==> src/rtl/ex_mdu_ctrl_pkg.sv <==
// Shared definitions for the EX-stage multiply/divide sequencer.
//   - MDU operation encodings (MULT/MULTU/DIV/DIVU)
//   - Sequencer FSM state encoding
//   - Pipeline stall bus geometry and Stop/NoStop levels
package ex_mdu_ctrl_pkg;

    localparam int unsigned StallW  = 6;  // stall bus width, one bit per pipeline stage
    localparam int unsigned StallEx = 2;  // bit index of the EX stage in the stall bus

    localparam logic Stop   = 1'b1;
    localparam logic NoStop = 1'b0;

    typedef enum logic [1:0] {
        OpMult  = 2'b00,
        OpMultu = 2'b01,
        OpDiv   = 2'b10,
        OpDivu  = 2'b11
    } mdu_op_e;

    typedef enum logic [1:0] {
        StIdle = 2'b00,
        StBusy = 2'b01,
        StDone = 2'b10
    } mdu_state_e;

    function automatic logic op_is_div(input logic [1:0] op);
        return op[1];
    endfunction

    // MULT and DIV are the signed flavours (even encodings).
    function automatic logic op_is_signed(input logic [1:0] op);
        return ~op[0];
    endfunction

endpackage

==> src/rtl/mdu_iter_core.sv <==
// Iterative datapath: shift-add multiplier / restoring divider on a 2*XLEN accumulator.
//   clk, rst  : clock, synchronous active-high reset
//   load      : load magnitudes op_a (into accumulator low half) and op_b
//   step      : perform one iteration this cycle
//   is_div    : 1 = restoring divide step, 0 = shift-add multiply step
//   op_a/op_b : unsigned magnitudes (multiplicand/dividend, multiplier/divisor)
//   acc_nxt   : accumulator value after this cycle's iteration
//               (multiply: product; divide: {remainder, quotient})
module mdu_iter_core #(
    parameter int unsigned XLEN = 32
) (
    input  logic              clk,
    input  logic              rst,
    input  logic              load,
    input  logic              step,
    input  logic              is_div,
    input  logic [XLEN-1:0]   op_a,
    input  logic [XLEN-1:0]   op_b,
    output logic [2*XLEN-1:0] acc_nxt
);

    logic [2*XLEN-1:0] acc_q, acc_d;
    logic [XLEN-1:0]   b_q, b_d;

    logic [XLEN:0]     add_sum;
    logic [2*XLEN-1:0] mul_step;
    logic [XLEN:0]     rem_sh;
    logic              rem_ge;
    logic [XLEN-1:0]   rem_sub;
    logic [2*XLEN-1:0] div_step;

    always_comb begin
        // Multiply: conditionally add b into the high half, then shift right, keeping the carry.
        add_sum  = {1'b0, acc_q[2*XLEN-1:XLEN]} + {1'b0, b_q};
        mul_step = acc_q[0] ? {add_sum, acc_q[XLEN-1:1]} : {1'b0, acc_q[2*XLEN-1:1]};

        // Divide: shift next dividend bit into the partial remainder; the extra top bit
        // covers the case where the shifted remainder exceeds XLEN bits.
        rem_sh   = {acc_q[2*XLEN-1:XLEN], acc_q[XLEN-1]};
        rem_ge   = rem_sh >= {1'b0, b_q};
        rem_sub  = rem_sh[XLEN-1:0] - b_q;
        div_step = rem_ge ? {rem_sub, acc_q[XLEN-2:0], 1'b1}
                          : {rem_sh[XLEN-1:0], acc_q[XLEN-2:0], 1'b0};

        acc_nxt = is_div ? div_step : mul_step;

        acc_d = acc_q;
        b_d   = b_q;
        if (load) begin
            acc_d = {{XLEN{1'b0}}, op_a};
            b_d   = op_b;
        end else if (step) begin
            acc_d = acc_nxt;
        end
    end

    always_ff @(posedge clk) begin
        if (rst) begin
            acc_q <= '0;
            b_q   <= '0;
        end else begin
            acc_q <= acc_d;
            b_q   <= b_d;
        end
    end

endmodule

==> src/rtl/ex_mdu_ctrl.sv <==
// EX-stage multi-cycle multiply/divide sequencer (IDLE -> BUSY -> DONE -> IDLE).
//   clk, rst   : clock, synchronous active-high reset
//   stall      : pipeline stall vector; stall[StallEx] = Stop holds the instruction in EX
//   flush      : cancel any in-flight operation (priority over start)
//   start, op  : valid MDU instruction in EX and its operation
//   src1, src2 : rs / rt operand values
//   stallreq   : freeze IF..EX until the result is ready
//   busy       : iterations in progress
//   res_valid  : hi/lo valid for the instruction in EX
//   hi, lo     : product high/low, or remainder/quotient
module ex_mdu_ctrl
    import ex_mdu_ctrl_pkg::*;
#(
    parameter int unsigned XLEN = 32
) (
    input  logic              clk,
    input  logic              rst,
    input  logic [StallW-1:0] stall,
    input  logic              flush,
    input  logic              start,
    input  logic [1:0]        op,
    input  logic [XLEN-1:0]   src1,
    input  logic [XLEN-1:0]   src2,
    output logic              stallreq,
    output logic              busy,
    output logic              res_valid,
    output logic [XLEN-1:0]   hi,
    output logic [XLEN-1:0]   lo
);

    localparam int unsigned CntW = $clog2(XLEN);

    mdu_state_e      state_q, state_d;
    logic [CntW-1:0] cnt_q, cnt_d;
    logic            is_div_q, is_div_d;
    logic            neg_a_q, neg_a_d;
    logic            neg_b_q, neg_b_d;
    logic            dz_q, dz_d;
    logic [XLEN-1:0] hi_q, hi_d;
    logic [XLEN-1:0] lo_q, lo_d;

    logic              sgn_op;
    logic              src1_neg, src2_neg;
    logic [XLEN-1:0]   mag_a, mag_b;
    logic              load;
    logic              step;
    logic [2*XLEN-1:0] raw;
    logic [2*XLEN-1:0] prod;
    logic [XLEN-1:0]   quo, rem;

    logic unused_stall;
    assign unused_stall = ^{stall[StallW-1:StallEx+1], stall[StallEx-1:0]};

    // Operand magnitudes; the most-negative value maps to 2^(XLEN-1), which fits unsigned.
    always_comb begin
        sgn_op   = op_is_signed(op);
        src1_neg = sgn_op & src1[XLEN-1];
        src2_neg = sgn_op & src2[XLEN-1];
        mag_a    = src1_neg ? (~src1 + 1'b1) : src1;
        mag_b    = src2_neg ? (~src2 + 1'b1) : src2;
    end

    mdu_iter_core #(
        .XLEN (XLEN)
    ) u_core (
        .clk     (clk),
        .rst     (rst),
        .load    (load),
        .step    (step),
        .is_div  (is_div_q),
        .op_a    (mag_a),
        .op_b    (mag_b),
        .acc_nxt (raw)
    );

    // Sign fix-up on the final iteration's accumulator value.
    always_comb begin
        prod = (neg_a_q ^ neg_b_q) ? (~raw + 1'b1) : raw;
        quo  = raw[XLEN-1:0];
        rem  = raw[2*XLEN-1:XLEN];
        if (neg_a_q ^ neg_b_q) begin
            quo = ~quo + 1'b1;
        end
        // Remainder follows the dividend; for divide-by-zero this reproduces src1 exactly.
        if (neg_a_q) begin
            rem = ~rem + 1'b1;
        end
        if (dz_q) begin
            quo = '1;
        end
    end

    always_comb begin
        state_d   = state_q;
        cnt_d     = cnt_q;
        is_div_d  = is_div_q;
        neg_a_d   = neg_a_q;
        neg_b_d   = neg_b_q;
        dz_d      = dz_q;
        hi_d      = hi_q;
        lo_d      = lo_q;
        stallreq  = 1'b0;
        busy      = 1'b0;
        res_valid = 1'b0;
        load      = 1'b0;
        step      = 1'b0;

        unique case (state_q)
            StIdle: begin
                if (start && !flush) begin
                    stallreq = 1'b1;
                    load     = 1'b1;
                    is_div_d = op_is_div(op);
                    neg_a_d  = src1_neg;
                    neg_b_d  = src2_neg;
                    dz_d     = op_is_div(op) && (src2 == '0);
                    cnt_d    = '0;
                    state_d  = StBusy;
                end
            end
            StBusy: begin
                stallreq = 1'b1;
                busy     = 1'b1;
                step     = 1'b1;
                cnt_d    = cnt_q + 1'b1;
                if (cnt_q == CntW'(XLEN - 1)) begin
                    if (is_div_q) begin
                        hi_d = rem;
                        lo_d = quo;
                    end else begin
                        hi_d = prod[2*XLEN-1:XLEN];
                        lo_d = prod[XLEN-1:0];
                    end
                    state_d = StDone;
                end
            end
            StDone: begin
                res_valid = 1'b1;
                // Same instruction still sits in EX while stalled; do not restart it.
                if (stall[StallEx] == NoStop) begin
                    state_d = StIdle;
                end
            end
            default: begin
                state_d = StIdle;
            end
        endcase

        if (flush) begin
            state_d = StIdle;
            hi_d    = hi_q;
            lo_d    = lo_q;
        end
    end

    always_ff @(posedge clk) begin
        if (rst) begin
            state_q  <= StIdle;
            cnt_q    <= '0;
            is_div_q <= 1'b0;
            neg_a_q  <= 1'b0;
            neg_b_q  <= 1'b0;
            dz_q     <= 1'b0;
            hi_q     <= '0;
            lo_q     <= '0;
        end else begin
            state_q  <= state_d;
            cnt_q    <= cnt_d;
            is_div_q <= is_div_d;
            neg_a_q  <= neg_a_d;
            neg_b_q  <= neg_b_d;
            dz_q     <= dz_d;
            hi_q     <= hi_d;
            lo_q     <= lo_d;
        end
    end

    assign hi = hi_q;
    assign lo = lo_q;

endmodule
==> config.mk <==
export PLATFORM = sky130hd
export DESIGN_NAME = ex_mdu_ctrl
export DESIGN_NICKNAME = d
export VERILOG_FILES = /design/src/rtl/ex_mdu_ctrl_pkg.sv /design/src/rtl/mdu_iter_core.sv /design/src/rtl/ex_mdu_ctrl.sv
export SDC_FILE = /design/constraint.sdc
export NUM_CORES = 1
export LEC_CHECK = 0
export BUFFER_PORTS_ARGS = -buffer_cell sky130_fd_sc_hd__buf_2
export CAP_MARGIN = 0
export CORE_MARGIN = 2
export CORE_UTILIZATION = 40
export DETAILED_ROUTE_END_ITERATION = 8
export MAX_ROUTING_LAYER = met4
export PLACE_DENSITY = 0.71
export SLEW_MARGIN = 20
export SYNTH_ARGS = -nofsm -noshare
export SYNTH_HDL_FRONTEND = slang
export SYNTH_HIERARCHICAL = 1
export SYNTH_SLANG_ARGS = --single-unit
==> constraint.sdc <==
create_clock -name clk -period 5 [get_ports clk]
set_clock_uncertainty 0.2 [all_clocks]
set_input_delay 1.25 -clock clk [delete_from_list [all_inputs] [get_ports clk]]
set_output_delay 1.25 -clock clk [all_outputs]
set_load 0.01 [all_outputs]
---- After elaboration in Yosys (flattened, before gate mapping) ----
Cells that the tools add are included.
cells by class
  multiplexer cells ....................... 24
  reduce and logical (&&, ||, !) cells .... 13
  bitwise logic cells ..................... 10
  add/sub/neg operators ................... 8
  order comparisons ....................... 1
  eq/ne operators ......................... 6
operators by type and width
  kind                     number
  $mux W32                 9
  $mux W64                 4
  $add A32 B1 Y32 const B  4
  $not A32 Y32             4
  $add A64 B1 Y64 const B  1
  $not A64 Y64             1
  $add A32 B32 Y33         1
  $ge A33 B32 Y1           1
  $logic_not A32 Y1        1
  $sub A32 B32 Y32         1
  $pmux W5 S2              1
  $mux W2                  3
  $ne A2 B2 Y1 const B     3
  $pmux W2 S3              1
  $reduce_and A3 Y1        2
  $add A5 B1 Y5 const B    1
  $eq A5 B5 Y1 const B     1
  $mux W5                  1
  $mux W1                  4
  $reduce_and A2 Y1        2
  $reduce_bool A2 Y1       2
  $reduce_or A2 Y1         2
  $and A1 B1 Y1            2
  $eq A2 B1 Y1 const B     1
  other kinds (7)          9
storage, ports and cells
  logic and storage cells ................. 73
  input port bits ......................... 76
  register bits after elaboration ......... 171

---- Longest topological paths before layout ----
Gate-level depths: netlist of the first run.
  depth in word-level cells ............... 8
  mapped depth ............................ 23
  gate-level depth less buffers ........... 19

---- By module ----
Netlist of the first run, hierarchy kept.
by module, submodules not included
  module         cells each  area each (µm²)  times used
  mdu_iter_core  1180        8733.4           1
  ex_mdu_ctrl    807         6033.3           1

---- Worst setup path before layout of the first run ----
Ideal clock, no wire load.
  path kind ............................... reg2reg
  from .................................... register u_core.b_q[15]
  to ...................................... register hi_q[20], in the netlist hi[20]
  library setup time ...................... 0.122 ns
  path buffers ............................ 4
  slack ................................... -0.070 ns
  cell stages (with the launch flop) ...... 23
  arrival time ............................ 4.748 ns
  cell sequence ........................... dfxtp_1 > inv_1 > ha_1 > clkbuf_1 > nand4_1 > or4_1 > nor4_1 > a21o_1 > a21o_2 > or2_2 > buf_4 > buf_6 > a21oi_1 > a21oi_1 > inv_1 > clkbuf_1 > inv_1 > ha_1 > nor4b_1 > nand3b_1 > o41ai_1 > a2111oi_0 > a311o_1
between the ends
  longest elaborated chain between the ends .. 7
  elaborated cells between the ends (all ways) .. 13
ends and longest elaborated chain
  item                                                line                                  RTL
  start: declaration                                  mdu_iter_core.sv:23                   logic [XLEN-1:0] b_q, b_d;
  start signal: assignment                            mdu_iter_core.sv:60                   b_q <= '0;
  start signal: assignment                            mdu_iter_core.sv:63                   b_q <= b_d;
  $ge A33 B32 Y1 (*)                                  mdu_iter_core.sv:40                   rem_ge = rem_sh >= {1'b0, b_q};
  $mux W64 (*)                                        mdu_iter_core.sv:42                   div_step = rem_ge ? {rem_sub, acc_q[XLEN-2:0], 1'b1}
  $mux W64 (*)                                        mdu_iter_core.sv:45                   acc_nxt = is_div ? div_step : mul_step;
  net raw[33]                                         ex_mdu_ctrl.sv:47                     logic [2*XLEN-1:0] raw;
  $not A64 Y64 or $not A32 Y32 (tied branches)        ex_mdu_ctrl.sv:78, ex_mdu_ctrl.sv:86
  $add A64 B1 Y64 or $add A32 B1 Y32 (tied branches)  ex_mdu_ctrl.sv:78, ex_mdu_ctrl.sv:86
  $mux W64 or $mux W32 (tied branches)                ex_mdu_ctrl.sv:78, ex_mdu_ctrl.sv:85
  $mux W32 (*)                                        ex_mdu_ctrl.sv:127                    if (is_div_q) begin
  end signal: assignment                              ex_mdu_ctrl.sv:173                    hi_q <= hi_d;
  end: declaration                                    ex_mdu_ctrl.sv:39                     logic [XLEN-1:0] hi_q, hi_d;
The timed path passes the listed nets; every way through them passes the cells marked *.
A chain may end at the register's enable or synchronous reset.

---- Worst setup path after layout of the first run ----
  from .................................... register u_core.b_q[14]
  to ...................................... register hi_q[29], in the netlist hi[29]
between the ends
  longest elaborated chain between the ends .. 7
  elaborated cells between the ends (all ways) .. 13
ends and longest elaborated chain
  item                                                line
  $add A32 B32 Y33 or $ge A33 B32 Y1 (tied branches)  mdu_iter_core.sv:34, mdu_iter_core.sv:40
  $mux W64 (on tied branches)                         mdu_iter_core.sv:35, mdu_iter_core.sv:42
  $mux W64 (*)                                        mdu_iter_core.sv:45
  net raw[45]                                         ex_mdu_ctrl.sv:47
  $not A64 Y64 or $not A32 Y32 (tied branches)        ex_mdu_ctrl.sv:78, ex_mdu_ctrl.sv:86
  $add A64 B1 Y64 or $add A32 B1 Y32 (tied branches)  ex_mdu_ctrl.sv:78, ex_mdu_ctrl.sv:86
  $mux W64 or $mux W32 (tied branches)                ex_mdu_ctrl.sv:78, ex_mdu_ctrl.sv:85
  $mux W32 (*)                                        ex_mdu_ctrl.sv:127
Marks and branches as above.

==> flow_metrics.env, run 1 <==
export IMPL_outcome="complete, no violations"
export IMPL_final_layout_size_suffix_gt1_share_pct=24.1
export IMPL_cts_tree="yes"
export IMPL_h_tree_depth=4
export IMPL_yosys_area_share_simple_pct=25.7
export IMPL_port_buffers=137
export IMPL_core_area_um2=36500
export IMPL_clk_pin_slew_ps=80
export IMPL_synthAdderAreaFrac_pct=6.20
export IMPL_max_slew_margin_pct=29.0
export IMPL_dieHeight_um=196
export IMPL_die_x_um=196
export IMPL_synthDistinctLibCells=96
export IMPL_gr_total_overflow=0
export IMPL_clock_latency_ps=460
export IMPL_grt_pass1_vias=14700
export IMPL_ioPinCount=143
export IMPL_hold_worst_slack_ps=264
export IMPL_first_pass_iters=5
export IMPL_async_flop_share_pct=0
export IMPL_clock_sinks=171
export IMPL_syn_instance_count=1987
export IMPL_crit_fanout=6
export IMPL_powerDensity_nw_per_um2=247
export IMPL_placementRows=70
export IMPL_synth_compound_area_share_pct=24.4
export IMPL_synth_xor_area_share_pct=8.66
export IMPL_avgSynthCellArea_um2=7.43
export IMPL_drc=0
export IMPL_grt_pass1_wl_um=80900
export IMPL_die_area_um2=38500
export IMPL_placed_cell_area_um2=17500
export IMPL_hpwl_um=40900
export IMPL_fin_area_um2=18500
export IMPL_cts_buffer_depth=2
export IMPL_drtIter0Drc=1379
export IMPL_clock_root_buffer="clkbuf_16"
export IMPL_fin_crit_sh_pct=99.2
export IMPL_finish_net_count=2430
export IMPL_ys_seq_area_share_pct=23.2
export IMPL_place_congestion=0.976
export IMPL_routedWlPerCell_um=18.9
export IMPL_synth_area_um2=14800
export IMPL_ir_drop_mv=0.244
export IMPL_antenna_found_initial=2
export IMPL_tightest_slew_ps=1070
export IMPL_max_freq_mhz=202
export IMPL_yosys_warnings=6
export IMPL_maxSlewViolCount=0
export IMPL_numCtsBuffers=17
export IMPL_grt_util_all_layers_pct=27.3
export IMPL_start_util_pct=40.4
export IMPL_wirelength_um=52300
export IMPL_viasPerCell=5.83
export IMPL_via_count=16100
export IMPL_synth_nets=2135
export IMPL_grt_start_max_net_pins=90
export IMPL_finalSetupViolCount=0
export IMPL_ys_dominant_reg_cell="dfxtp_1"
export IMPL_critPathCaptureType="flop"
export IMPL_synth_mux_area_share_pct=6.74
export IMPL_power_uw=4580
export IMPL_grt_setup_unrepaired="true"
export IMPL_cp_arrival_ps=5130
export IMPL_area_delta_synth_final_pct=25.4
export IMPL_final_cells=2765
export IMPL_ctsHoldBuffers=0
export IMPL_critPathKind="reg -> reg"
export IMPL_maxCapViolCount=0
export IMPL_synth_seq_cells=171
export IMPL_p_leak_uw=0.00803
export IMPL_fin_crit_ps=4960
export IMPL_synth_top_family_by_area="simple AND/OR/NAND/NOR gates"
export IMPL_hold_class="reg -> reg"
export IMPL_post_place_cells=2717
export IMPL_required_ps=5170
export IMPL_antenna_left=0
export IMPL_cp_start_kind="flop"
export IMPL_hold_viol=0
export IMPL_synth_edf_count=0
[metal layers]
| layer | track usage [%] | wire length, µm | up-vias |
|---|---|---|---|
| li1 | - | - | 7839 |
| met1 | 38.1 | 24900 | 7637 |
| met2 | 41.5 | 22900 | 570 |
| met3 | 3.25 | 3320 | 65 |
| met4 | 7.69 | 1150 | 0 |
| met5 | - | 0 | - |
[power breakdown]
group | leakage, µW | total [µW] | switching (µW) | internal (µW)
sequential | 0.00139 | 1450 | 45.7 | 1400
combinational | 0.00635 | 1730 | 959 | 767
clock | 0.000294 | 1410 | 714 | 694
total | 0.00803 | 4580 | 1720 | 2860
[synthesized netlist by cell type (11+ instances only)]
master / number / area [µm²]
clkbuf_1: 101 / 379
nand4_1: 22 / 138
and3_1: 26 / 163
nand3_1: 37 / 185
nand2_1: 158 / 593
nor2_1: 268 / 1010
inv_1: 68 / 255
nor2b_1: 29 / 181
nor4_1: 25 / 156
nor3_1: 40 / 200
o41ai_1: 17 / 149
a31oi_1: 29 / 181
nor3b_1: 11 / 82.6
or4_1: 14 / 105
dfxtp_1: 171 / 3420
a21o_1: 35 / 263
or3_1: 61 / 382
a211oi_1: 69 / 518
nand3b_1: 15 / 113
o21a_1: 18 / 135
o21ai_1: 29 / 145
xnor2_1: 99 / 867
o21ai_0: 58 / 290
mux2_2: 31 / 349
mux2i_1: 62 / 621
nand2b_1: 12 / 75.1
o31ai_1: 26 / 195
xor2_1: 47 / 412
a21oi_1: 169 / 846
ha_1: 70 / 876
[metrics by stage]
stage	worst slack (ps)	setup TNS (ps)	util, %
3_5_place_dp	-306	-2200	47.8
2_1_floorplan	64.1	0	-
5_1_grt	-86.0	-207	50.7
4_1_cts	8.02	0	49.8
3_3_place_gp	-221	-1040	47.8
6_report	40.7	0	50.7
[layout by cell type (no fill, tap or decap), types with 31 or more instances in the layout]
| cell | instances |
|---|---|
| nand3_1 | 37 |
| buf_2 | 137 |
| dfxtp_1 | 162 |
| nand2_1 | 157 |
| nor2_1 | 267 |
| xor2_1 | 47 |
| o21ai_0 | 56 |
| a21oi_1 | 159 |
| a21o_1 | 35 |
| xnor2_1 | 96 |
| nor3_1 | 39 |
| ha_1 | 65 |
| buf_4 | 253 |
| mux2i_1 | 60 |
| mux2_2 | 31 |
| a211oi_1 | 65 |
| inv_1 | 65 |
| or3_1 | 61 |
[worst paths after layout]
path                               startpoint             endpoint  slack, ps  depth (start not counted)
setup / recovery  u_core/b_q[14]$_SDFFE_PP0P_  hi[29]$_SDFFE_PP0P_         40                         17
hold / removal            hi[15]$_SDFFE_PP0P_  hi[15]$_SDFFE_PP0P_        260                          2
setup reg to reg  u_core/b_q[14]$_SDFFE_PP0P_  hi[29]$_SDFFE_PP0P_         40                         17
hold reg to reg           hi[15]$_SDFFE_PP0P_  hi[15]$_SDFFE_PP0P_        260                          2
[state kept, by name, summed over array words and instances (netlist names)]
register	count
u_core/acc_q	64
cnt_q	5
dz_q	1
state_q	2
neg_a_q	1
hi	32
is_div_q	1
u_core/b_q	32
lo	32
neg_b_q	1
[what timing repair did]
| action | 4_1_cts | 5_1_grt |
|---|---|---|
| setup endpoints to repair | 16 | 22 |
| gates cloned | 1 | 0 |
| pin swaps | 11 | 12 |
| buffers inserted | 8 | 6 |
| gates resized for setup | 13 | 58 |
[logic make-up after synthesis]
family | count (synthesis)
flops | 171
xor+xnor | 146
buf+inv | 191
simple gates | 763
mux | 95
compound gates | 549
fa+ha+maj | 72
[final cells by class]
cell class                      count  area, µm²
Fill cell                        3578      18000
Multi-Input combinational cell   1625      10900
Sequential cell                   171       3440
Timing Repair Buffer              396       2670
Tap cell                          468        586
Clock buffer                       18        439
Inverter                           71        268
Clock inverter                     14        174
Antenna cell                        2       5.00
[critical path, stage by stage (launching register included)]
cell	delay [ps]
dfxtp_1	350
inv_1	50
ha_1	310
nand4_1	130
or4_4	590
nor4_4	290
a21o_1	170
a21o_2	110
or2_4	180
buf_6	150
mux2i_4	220
a21oi_2	80
or4_4	550
nor4b_4	350
nand3_2	140
or4_4	450
a211o_1	320
a311oi_2	220
No activity file was read; power rests on OpenSTA's default activity.
==> run 2: changes to the inputs <==
Settings changed: PLACE_DENSITY 0.71 to default.
==> run 2 against run 1 <==
- core utilization decreased by 0.20 points
- power decreased by 0.69%
- fmax increased by 1.0%
- global-route usage increased by 0.46 points
- die area unchanged
- largest cell class unchanged
- highest routed layer unchanged
- via count decreased by 0.65%
- design area decreased by 0.40%
==> flow_metrics.env, run 2 (synthesis gave the netlist of run 1 again) <==
export IMPL_hold_viol=0
export IMPL_r2r_end="hi[31]$_SDFFE_PP0P_"
export IMPL_critPathCaptureType="flop"
export IMPL_hold_end="hi[15]$_SDFFE_PP0P_"
export IMPL_routedWlPerCell_um=19.2
export IMPL_tightest_slew_ps=1030
export IMPL_antenna_found_initial=0
export IMPL_cp_slowest_stage_delay_ps=520
export IMPL_finish_net_count=2424
export IMPL_start_util_pct=40.4
export IMPL_cp_common_cell="buf_4"
export IMPL_viasPerCell=5.81
export IMPL_placementRows=70
export IMPL_ir_drop_mv=0.277
export IMPL_port_buffers=137
export IMPL_ioPinCount=143
export IMPL_finalSetupViolCount=0
export IMPL_regMostFlops="u_core/acc_q"
export IMPL_max_freq_mhz=204
export IMPL_hp_start="hi[15]$_SDFFE_PP0P_"
export IMPL_clock_latency_ps=470
export IMPL_diodes=0
export IMPL_r2r_start="u_core/b_q[0]$_SDFFE_PP0P_"
export IMPL_hpwl_um=41300
export IMPL_dieHeight_um=196
export IMPL_fillers=3628
export IMPL_grt_pass1_wl_um=82100
export IMPL_fin_crit_sh_pct=98.2
export IMPL_grt_start_max_net_pins=99
export IMPL_cts_buffer_depth=2
export IMPL_outcome="complete, no violations"
export IMPL_grt_setup_unrepaired="true"
export IMPL_cp_start_kind="flop"
export IMPL_h_tree_depth=4
export IMPL_numCtsBuffers=17
export IMPL_core_area_um2=36500
export IMPL_clk_pin_slew_ps=80
export IMPL_first_pass_iters=5
export IMPL_cp_top_family="compound AO/OA/AOI/OAI gates"
export IMPL_drtIter0Drc=1340
export IMPL_drc=0
export IMPL_fin_area_um2=18400
export IMPL_cts_tree="yes"
export IMPL_maxSlewViolCount=0
export IMPL_hold_worst_slack_ps=251
export IMPL_clock_sinks=171
export IMPL_post_route_util_pct=50.5
export IMPL_ctsHoldBuffers=0
export IMPL_worst_path_buf_inv=3
export IMPL_maxCapViolCount=0
export IMPL_fin_crit_ps=4910
export IMPL_final_common_cell="nor2_1"
export IMPL_wirelength_um=53000
export IMPL_powerDensity_nw_per_um2=247
export IMPL_cp_arrival_ps=5060
export IMPL_p_leak_uw=0.00798
export IMPL_layout_common_cells="265 x nor2_1, 252 x buf_4, 159 x dfxtp_1, 158 x nand2_1, 158 x a21oi_1"
export IMPL_final_layout_size_suffix_gt1_share_pct=24.5
export IMPL_rrSetupSlack_ps=90
export IMPL_crit_fanout=3
export IMPL_required_ps=5150
export IMPL_min_delay_path_depth=2
export IMPL_antenna_left=0
export IMPL_cp_slowest_cell="or4b_4"
export IMPL_via_count=16000
export IMPL_r2r_cells=20
export IMPL_place_congestion=0.979
export IMPL_critPathKind="reg -> reg"
export IMPL_path_cells="ha_2 -> fa_2 -> a21o_1 -> a221oi_2 -> buf_4 -> o221ai_2 -> buf_4 -> nand2_2 -> o41ai_4 -> a2111o_1 -> mux2_4 -> a211o_1 -> nor2_1 -> buf_4 -> or3_4 -> nand3b_1 -> or4b_4 -> a21oi_2 -> or4_1 -> nand3_1"
export IMPL_hold_class="reg -> reg"
export IMPL_largest_reg_flops=64
export IMPL_clock_root_buffer="clkbuf_16"
export IMPL_die_x_um=196
export IMPL_grt_util_all_layers_pct=27.8
export IMPL_placed_cell_area_um2=17400
export IMPL_grt_pass1_vias=14600
export IMPL_max_slew_margin_pct=30.9
export IMPL_die_area_um2=38500
export IMPL_gr_total_overflow=0
export IMPL_area_delta_synth_final_pct=24.9
-- run 2: cell types whose count changed in the layout (fill, tap and decap cells not counted), sizes merged --
cell	change
diode	-2
inv	-2
buf	-6
clkinv	+3
clkbuf	-1
-- run 2: cell type report --
| type | instances | area [µm²] | area share, % |
|---|---|---|---|
| flip-flops and latches | 171 | 3440 | 18.7 |
| inverters | 71 | 268 | 1.45 |
| well taps | 468 | 586 | 3.17 |
| clock buffers | 17 | 425 | 2.31 |
| clock inverters | 15 | 179 | 0.970 |
| repair buffers | 390 | 2590 | 14.1 |
| multi-input cells | 1625 | 10900 | 59.4 |
-- run 2: timing repair --
item | CTS | global route
endpoints found under the setup margin | 6 | 29
resized for setup | 6 | 73
endpoints found under the hold margin | 0 | 0
gates cloned | 0 | 0
pin swaps | 2 | 15
setup buffers | 1 | 13
-- run 2: how the worst max path moves through the flow --
| stage | start | end | slack, ps | cells past startpoint |
|---|---|---|---|---|
| after floorplan | u_core/b_q[16]$_SDFFE_PP0P_ | hi[29]$_SDFFE_PP0P_ | 60 | 20 |
| after global placement | u_core/b_q[0]$_SDFFE_PP0P_ | hi[31]$_SDFFE_PP0P_ | -100 | 20 |
| after detailed placement | u_core/b_q[0]$_SDFFE_PP0P_ | hi[31]$_SDFFE_PP0P_ | -90 | 20 |
| after CTS | u_core/b_q[22]$_SDFFE_PP0P_ | hi[28]$_SDFFE_PP0P_ | 6 | 21 |
| after global routing | u_core/b_q[21]$_SDFFE_PP0P_ | hi[31]$_SDFFE_PP0P_ | -50 | 21 |
| final | u_core/b_q[0]$_SDFFE_PP0P_ | hi[31]$_SDFFE_PP0P_ | 90 | 20 |
-- run 2: through the flow --
stage / setup TNS, ps / cells / setup WS, ps / total power, µW
finish: 0 / 2757 / 92.0 / 4550
global route: -248 / 2757 / -51.5 / 4780
CTS: 0 / 2744 / 6.43 / 4470
detailed placement: -276 / 2711 / -87.1 / 3070
global placement: -154 / 2711 / -98.1 / 3060
floorplan: 0 / 1987 / 64.1 / 2440
-- run 2: routing by layer --
| layer | share of wire (%) | up-vias | global-route usage, % |
|---|---|---|---|
| met5 | 0 | - | - |
| met3 | 5.4 | 59 | 3.32 |
| met1 | 49 | 7629 | 39.6 |
| met2 | 44 | 500 | 41.9 |
| met4 | 1.5 | 0 | 6.17 |
| li1 | - | 7818 | - |
-- run 2: power breakdown --
part / leakage, µW / total [µW] / switching [µW] / internal (µW)
sequential: 0.00139 / 1450 / 47.1 / 1400
combinational: 0.00629 / 1710 / 954 / 757
clock: 0.000290 / 1390 / 716 / 674
-- run 2: tightest hold or removal path, cell delays in order (launching register included) --
cell and delay [ps]:
dfxtp_1 310, nand2_1 50, a21oi_1 50
